--- config.mk ---
export PLATFORM = sky130hd
export DESIGN_NAME = load_store_unit
export DESIGN_NICKNAME = d
export VERILOG_FILES = /design/src/rtl/lsu_pkg.sv /design/src/rtl/lsu_align.sv /design/src/rtl/load_store_unit.sv
export SDC_FILE = /design/constraint.sdc
export NUM_CORES = 1
export LEC_CHECK = 0
export CAP_MARGIN = 20
export CORE_MARGIN = 2
export CORE_UTILIZATION = 25
export CTS_BUF_LIST = sky130_fd_sc_hd__clkbuf_4
export DETAILED_ROUTE_END_ITERATION = 8
export PLACE_DENSITY = 0.56
export SYNTH_ARGS = -nofsm -noshare
export SYNTH_HDL_FRONTEND = slang
export SYNTH_SLANG_ARGS = --single-unit
--- constraint.sdc ---
create_clock -name clk -period 3.1 [get_ports clk]
set_input_delay 0.62 -clock clk [delete_from_list [all_inputs] [get_ports clk]]
set_output_delay 0.62 -clock clk [all_outputs]
set_load 0.1 [all_outputs]
--- src/rtl/lsu_pkg.sv ---
// Shared definitions for the RV64I load/store unit: funct3 codes, FSM states
// and the access-size decode.
package lsu_pkg;

    localparam int LANES = 8;

    localparam logic [2:0] F3_LB  = 3'b000;
    localparam logic [2:0] F3_LH  = 3'b001;
    localparam logic [2:0] F3_LW  = 3'b010;
    localparam logic [2:0] F3_LD  = 3'b011;
    localparam logic [2:0] F3_LBU = 3'b100;
    localparam logic [2:0] F3_LHU = 3'b101;
    localparam logic [2:0] F3_LWU = 3'b110;
    localparam logic [2:0] F3_BAD = 3'b111;
    localparam logic [2:0] F3_SB  = 3'b000;
    localparam logic [2:0] F3_SH  = 3'b001;
    localparam logic [2:0] F3_SW  = 3'b010;
    localparam logic [2:0] F3_SD  = 3'b011;

    typedef enum logic [1:0] {
        ST_IDLE = 2'b00,
        ST_REQ  = 2'b01,
        ST_RESP = 2'b10
    } lsu_state_t;

    // Access size minus one (1/2/4/8 bytes -> 0/1/3/7): the low-address mask
    // that must be clear for a naturally aligned access.
    function automatic logic [2:0] size_decode(input logic [2:0] funct3);
        return (3'b001 << funct3[1:0]) - 3'b001;
    endfunction

endpackage

--- src/rtl/lsu_align.sv ---
// Byte-lane steering for the load/store unit: store shift/strobes and
// load extract with sign or zero extension. Purely combinational.
module lsu_align
    import lsu_pkg::*;
#(
    parameter int XLEN = 64
) (
    input  logic [2:0]      funct3,
    input  logic [2:0]      offset,
    input  logic [XLEN-1:0] wdata,
    input  logic [XLEN-1:0] rdata,
    output logic [XLEN-1:0] st_wdata,
    output logic [LANES-1:0] st_wstrb,
    output logic [XLEN-1:0] ld_data
);

    logic [XLEN-1:0]  shifted_s;
    logic [LANES-1:0] base_strb_s;

    // Store data shifted into its lanes and the matching byte strobes.
    always_comb begin
        st_wdata = wdata << {offset, 3'b000};
        case (funct3[1:0])
            2'b00:   base_strb_s = 8'h01;
            2'b01:   base_strb_s = 8'h03;
            2'b10:   base_strb_s = 8'h0F;
            2'b11:   base_strb_s = 8'hFF;
            default: base_strb_s = 8'h00;
        endcase
        st_wstrb = base_strb_s << offset;
    end

    // Load data brought down to lane 0 and extended per funct3.
    always_comb begin
        shifted_s = rdata >> {offset, 3'b000};
        case (funct3)
            F3_LB:   ld_data = {{(XLEN-8){shifted_s[7]}},   shifted_s[7:0]};
            F3_LH:   ld_data = {{(XLEN-16){shifted_s[15]}}, shifted_s[15:0]};
            F3_LW:   ld_data = {{(XLEN-32){shifted_s[31]}}, shifted_s[31:0]};
            F3_LD:   ld_data = shifted_s;
            F3_LBU:  ld_data = {{(XLEN-8){1'b0}},  shifted_s[7:0]};
            F3_LHU:  ld_data = {{(XLEN-16){1'b0}}, shifted_s[15:0]};
            F3_LWU:  ld_data = {{(XLEN-32){1'b0}}, shifted_s[31:0]};
            default: ld_data = {XLEN{1'b0}};
        endcase
    end

endmodule

--- src/rtl/load_store_unit.sv ---
// RV64I load/store unit: one req/ack data-memory transaction per accepted op.
// Define LSU_MISALIGN_TRAP_EN to fault misaligned accesses instead of aligning them.
module load_store_unit
    import lsu_pkg::*;
#(
    parameter int ADDR_W = 64,
    parameter int XLEN   = 64
) (
    input  logic              clk,
    input  logic              reset,
    input  logic              in_valid,
    output logic              in_ready,
    input  logic [ADDR_W-1:0] addr,
    input  logic [XLEN-1:0]   wdata,
    input  logic [2:0]        funct3,
    input  logic              is_store,
    input  logic [4:0]        rd,
    output logic              mem_req,
    output logic              mem_we,
    output logic [ADDR_W-1:0] mem_addr,
    output logic [XLEN-1:0]   mem_wdata,
    output logic [LANES-1:0]  mem_wstrb,
    input  logic              mem_ack,
    input  logic [XLEN-1:0]   mem_rdata,
    output logic              out_valid,
    input  logic              out_ready,
    output logic [XLEN-1:0]   out_rdata,
    output logic [4:0]        out_rd,
    output logic              out_fault
);

    lsu_state_t       state_r;
    logic [2:0]       funct3_r;
    logic [2:0]       offset_r;
    logic [4:0]       rd_r;
    logic             is_store_r;

    logic [2:0]       mask_s;
    logic             legal_s;
    logic             fault_s;
    logic [2:0]       offset_s;
    logic [2:0]       align_f3_s;
    logic [2:0]       align_off_s;
    logic [XLEN-1:0]  st_wdata_s;
    logic [LANES-1:0] st_wstrb_s;
    logic [XLEN-1:0]  ld_data_s;

    // Legality, alignment and effective lane offset of the op being presented.
    always_comb begin
        mask_s = size_decode(funct3);
        if (is_store) begin
            legal_s = ~funct3[2];
        end else begin
            legal_s = (funct3 != F3_BAD);
        end
`ifdef LSU_MISALIGN_TRAP_EN
        fault_s  = ~legal_s | ((addr[2:0] & mask_s) != 3'b000);
        offset_s = addr[2:0];
`else
        fault_s  = ~legal_s;
        offset_s = addr[2:0] & ~mask_s;
`endif
    end

    // The aligner sees the incoming op at accept time and the latched op afterwards.
    always_comb begin
        if (state_r == ST_IDLE) begin
            align_f3_s  = funct3;
            align_off_s = offset_s;
        end else begin
            align_f3_s  = funct3_r;
            align_off_s = offset_r;
        end
    end

    lsu_align #(.XLEN(XLEN)) u_align (
        .funct3   (align_f3_s),
        .offset   (align_off_s),
        .wdata    (wdata),
        .rdata    (mem_rdata),
        .st_wdata (st_wdata_s),
        .st_wstrb (st_wstrb_s),
        .ld_data  (ld_data_s)
    );

    // Transaction FSM with all interface outputs registered.
    always_ff @(posedge clk) begin
        if (reset) begin
            state_r    <= ST_IDLE;
            funct3_r   <= 3'b000;
            offset_r   <= 3'b000;
            rd_r       <= 5'd0;
            is_store_r <= 1'b0;
            in_ready   <= 1'b1;
            mem_req    <= 1'b0;
            mem_we     <= 1'b0;
            mem_addr   <= {ADDR_W{1'b0}};
            mem_wdata  <= {XLEN{1'b0}};
            mem_wstrb  <= {LANES{1'b0}};
            out_valid  <= 1'b0;
            out_rdata  <= {XLEN{1'b0}};
            out_rd     <= 5'd0;
            out_fault  <= 1'b0;
        end else begin
            case (state_r)
                ST_IDLE: begin
                    if (in_valid) begin
                        funct3_r   <= funct3;
                        offset_r   <= offset_s;
                        rd_r       <= rd;
                        is_store_r <= is_store;
                        in_ready   <= 1'b0;
                        if (fault_s) begin
                            // Faulting ops skip memory entirely.
                            state_r   <= ST_RESP;
                            out_valid <= 1'b1;
                            out_fault <= 1'b1;
                            out_rdata <= {XLEN{1'b0}};
                            out_rd    <= is_store ? 5'd0 : rd;
                        end else begin
                            state_r   <= ST_REQ;
                            mem_req   <= 1'b1;
                            mem_we    <= is_store;
                            mem_addr  <= {addr[ADDR_W-1:3], 3'b000};
                            mem_wdata <= is_store ? st_wdata_s : {XLEN{1'b0}};
                            mem_wstrb <= is_store ? st_wstrb_s : {LANES{1'b0}};
                        end
                    end
                end
                ST_REQ: begin
                    if (mem_ack) begin
                        state_r   <= ST_RESP;
                        mem_req   <= 1'b0;
                        mem_we    <= 1'b0;
                        mem_wstrb <= {LANES{1'b0}};
                        out_valid <= 1'b1;
                        out_fault <= 1'b0;
                        out_rdata <= is_store_r ? {XLEN{1'b0}} : ld_data_s;
                        out_rd    <= is_store_r ? 5'd0 : rd_r;
                    end
                end
                ST_RESP: begin
                    if (out_ready) begin
                        state_r   <= ST_IDLE;
                        out_valid <= 1'b0;
                        in_ready  <= 1'b1;
                    end
                end
                default: begin
                    state_r   <= ST_IDLE;
                    in_ready  <= 1'b1;
                    mem_req   <= 1'b0;
                    out_valid <= 1'b0;
                end
            endcase
        end
    end

endmodule

==> reports/qor.yml <==
postSynth.asyncResetShare_pct: 0
totalWireLength_um: 54500
max_cap_violations: 0
setup-tns-final_ns: 0
die_width_um: 218
r2r-start: "state_r[0]"
io-pin-count: 416
placement_rows: 78
min_period_ns: 2.71
drive_above_1_share_pct: 24.7
clock.fmax_mhz: 370
floorplan.die.height_um: 218
final.fill_count: 4751
synth_area_mm2: 0.0115
timing.setup.critical_path_class: "flip-flop to flip-flop"
grt_remaining_overflow: 0
numCtsBuffers: 69
nets: 2178
cellLeakagePower_nw: 7.08
finalWorstSetupSlack_ns: 0.394
detail_route.wl_per_cell_um: 20.7
grt_pass1_wl_um: 79500
ir_drop_uv: 309
critPathLaunchType: "flip-flop"
detail_route.vias_per_cell: 5.15
largest_buffer_count_on_any_clock_path: 3
floorplan.initialDensity_pct: 25.3
clock_tree.htree_level_count: 3
die_area_mm2: 0.0476
mostFrequentLayoutCells: "nand2_1 (337), buf_4 (317), dfxtp_1 (221)"
cellPowerDensity_mw_per_mm2: 514
mostFrequentLayoutCell: "nand2_1"
worst_hold_path_type: "primary input to flip-flop"
critPathCaptureType: "flip-flop"
synthesis.instances: 1494
final_min_period_over_clock_period_pct: 87.3
timing.hold.worst_path_depth: 2
synth.distinct_cells: 61
timing.final.hold_violations: 0
finalMaxSlewViolations: 0
via_count_of_the_first_global_routing_pass: 12800
worst-endpoint-required_ns: 3.80
post_layout_nonfiller_instances: 2631
cts.clk_slew.worst_paths_ns: 0.06
detailed_route_via_count: 13600
postCtsSetupRepairBufs: 0
detailedRoute.firstIterationViolations: 1355
synth-edff-count: 0
preCtsSetupSlack_ns: -0.155
core_area_mm2: 0.0453
grt_max_degree: 86
dr.pass1.iters: 9
seq_area_frac_synth_pct: 38.6
insertion_delay_ns: 0.84
critPathSlowestCell: "nor2_1"
worstPathArrival_ns: 3.40
critPathMaxStageDelay_ns: 0.54
syn2layout_area_growth_pct: 51.4
rsz0062_at_grt: "false"
initial_antenna_violation_count: 6
globalplace.congestion: 0.918
drt_drc_violations_left: 0
dp.cells: 2499
cts.root.buffer_cell: "clkbuf_4"
cts.sink_count: 221
ff2ff_setup_slack_ns: 0.39
ys.flop_type: "dfxtp_1"
grt_overall_usage_pct: 21.8
postSynthRegisterBits: 221
worst_clock_skew_on_the_final_layout_ns: 0.0965
status: "complete, no violations"
worst_slew_margin_rel_pct: 35.0
timing.critical_path.mode_cell: "buf_4"
cts-hold-fix-buffers: 0
clock_tree_from_tritoncts: "built"
port_buffers: 412
holdPathEnd: "out_rdata[7]"
drtAntennaViolNets: 0
timing.critical_path.cells: "or2_0 > o21ai_4 > buf_4 > nor2_1 > a221o_1 > o21ai_0 > buf_4 > a221oi_1"
timing_worst_slew_pin_value_ns: 0.975
yosys_warnings: 0
timing.hold.worst.start: "reset"
worst_r2r_endpoint: "out_rdata[10]"
setup_viol: 0
synth.avg_cell_area_um2: 7.68
worst-r2r-cell-count: 8
detailed_place_hpwl_um: 40700
crit_path_max_fanout: 9
post_cts_resized: 0
-- state kept, by name, summed over array words and instances, names as in the netlist --
name and count:
rd_r 5, mem_addr 61, out_rdata 64, out_fault 1, mem_req 1, offset_r 3
mem_wdata 64, out_rd 5, state_r 2, in_ready 1, out_valid 1, is_store_r 1
funct3_r 3, mem_wstrb 8, mem_we 1
-- how the worst max path moves through the flow --
| stage | from | end | slack [ns] | cells after the start |
|---|---|---|---|---|
| floorplan | funct3[0] | mem_wdata[41] | 0.31 | 10 |
| global placement | funct3[1] | out_rdata[10] | -0.17 | 10 |
| detailed placement | funct3[1] | out_rdata[25] | -0.16 | 9 |
| CTS | state_r[0] | out_rdata[10] | 0.46 | 8 |
| global route | state_r[0] | out_rdata[10] | 0.21 | 8 |
| finish | state_r[0] | out_rdata[10] | 0.39 | 8 |
-- routing by layer --
| layer | share of wire, % | GRT usage [%] | vias up |
|---|---|---|---|
| met2 | 44 | 33.2 | 701 |
| met5 | 0.018 | 0 | - |
| met3 | 9.9 | 7.88 | 113 |
| met4 | 2.9 | 7.78 | 2 |
| li1 | - | - | 6376 |
| met1 | 43 | 28.3 | 6361 |
-- logic make-up after synthesis --
group                  share of synthesized area, %
buffers and inverters                          5.26
muxes                                          8.74
AOI/OAI and AO/OA                              27.9
DFF                                            38.6
and+or+nand+nor                                19.5
other                                        0.0327
-- area by class of cell --
type | instances | area (µm²) | share of cell area (%)
multi-input combinational | 1134 | 6510 | 37.5
inverter | 7 | 26.3 | 0.151
antenna | 7 | 17.5 | 0.101
sequential | 221 | 4420 | 25.5
clock inverter | 26 | 155 | 0.894
timing repair buffer | 539 | 4750 | 27.4
clock buffer | 97 | 728 | 4.19
tap | 600 | 751 | 4.32
-- critical path, delay by kind of cell (launching register included) --
kind	cells	cell delay (ns)
buf+inv	2	0.38
compound gates	4	0.76
simple gates	2	0.96
flops	1	0.51
-- report_power, final --
part	switching (mW)	total (mW)	internal [mW]
Clock	1.49	3.04	1.55
Combinational	1.91	2.85	0.936
Sequential	0.0802	3.04	2.96
Total	3.48	8.93	5.44
-- through the flow --
stage	total power, mW	utilization, %	cell area (µm²)	hold WS [ns]
2_1_floorplan	4.85	-	11500	0.437
3_3_place_gp	5.91	36.3	16400	0.443
3_5_place_dp	5.92	36.3	16400	0.447
4_1_cts	9.01	38.3	17300	0.129
5_1_grt	9.34	38.3	17400	0.147
6_report	8.93	38.3	17400	0.178
-- Yosys cell counts (5+ instances only) --
library cell,number,area (µm²)
nand2_1,338,1270
dfxtp_1,221,4420
a21oi_1,205,1030
nor2_1,143,537
clkbuf_1,87,327
mux2i_1,81,811
o21ai_0,69,345
a22oi_1,48,360
a221oi_1,34,298
a222oi_1,31,310
buf_2,28,140
nand3_1,24,120
mux2_2,17,191
buf_1,11,41.3
a21oi_2,10,87.6
nor3_1,10,50.1
o22ai_1,10,62.6
a311oi_1,9,78.8
a41oi_1,9,78.8
a221oi_2,8,120
o211ai_1,8,60.1
a221o_1,7,70.1
a22o_1,7,61.3
inv_1,7,26.3
and2_1,6,37.5
or2_2,5,31.3
Note: power is estimated with default switching activity, not from simulation.
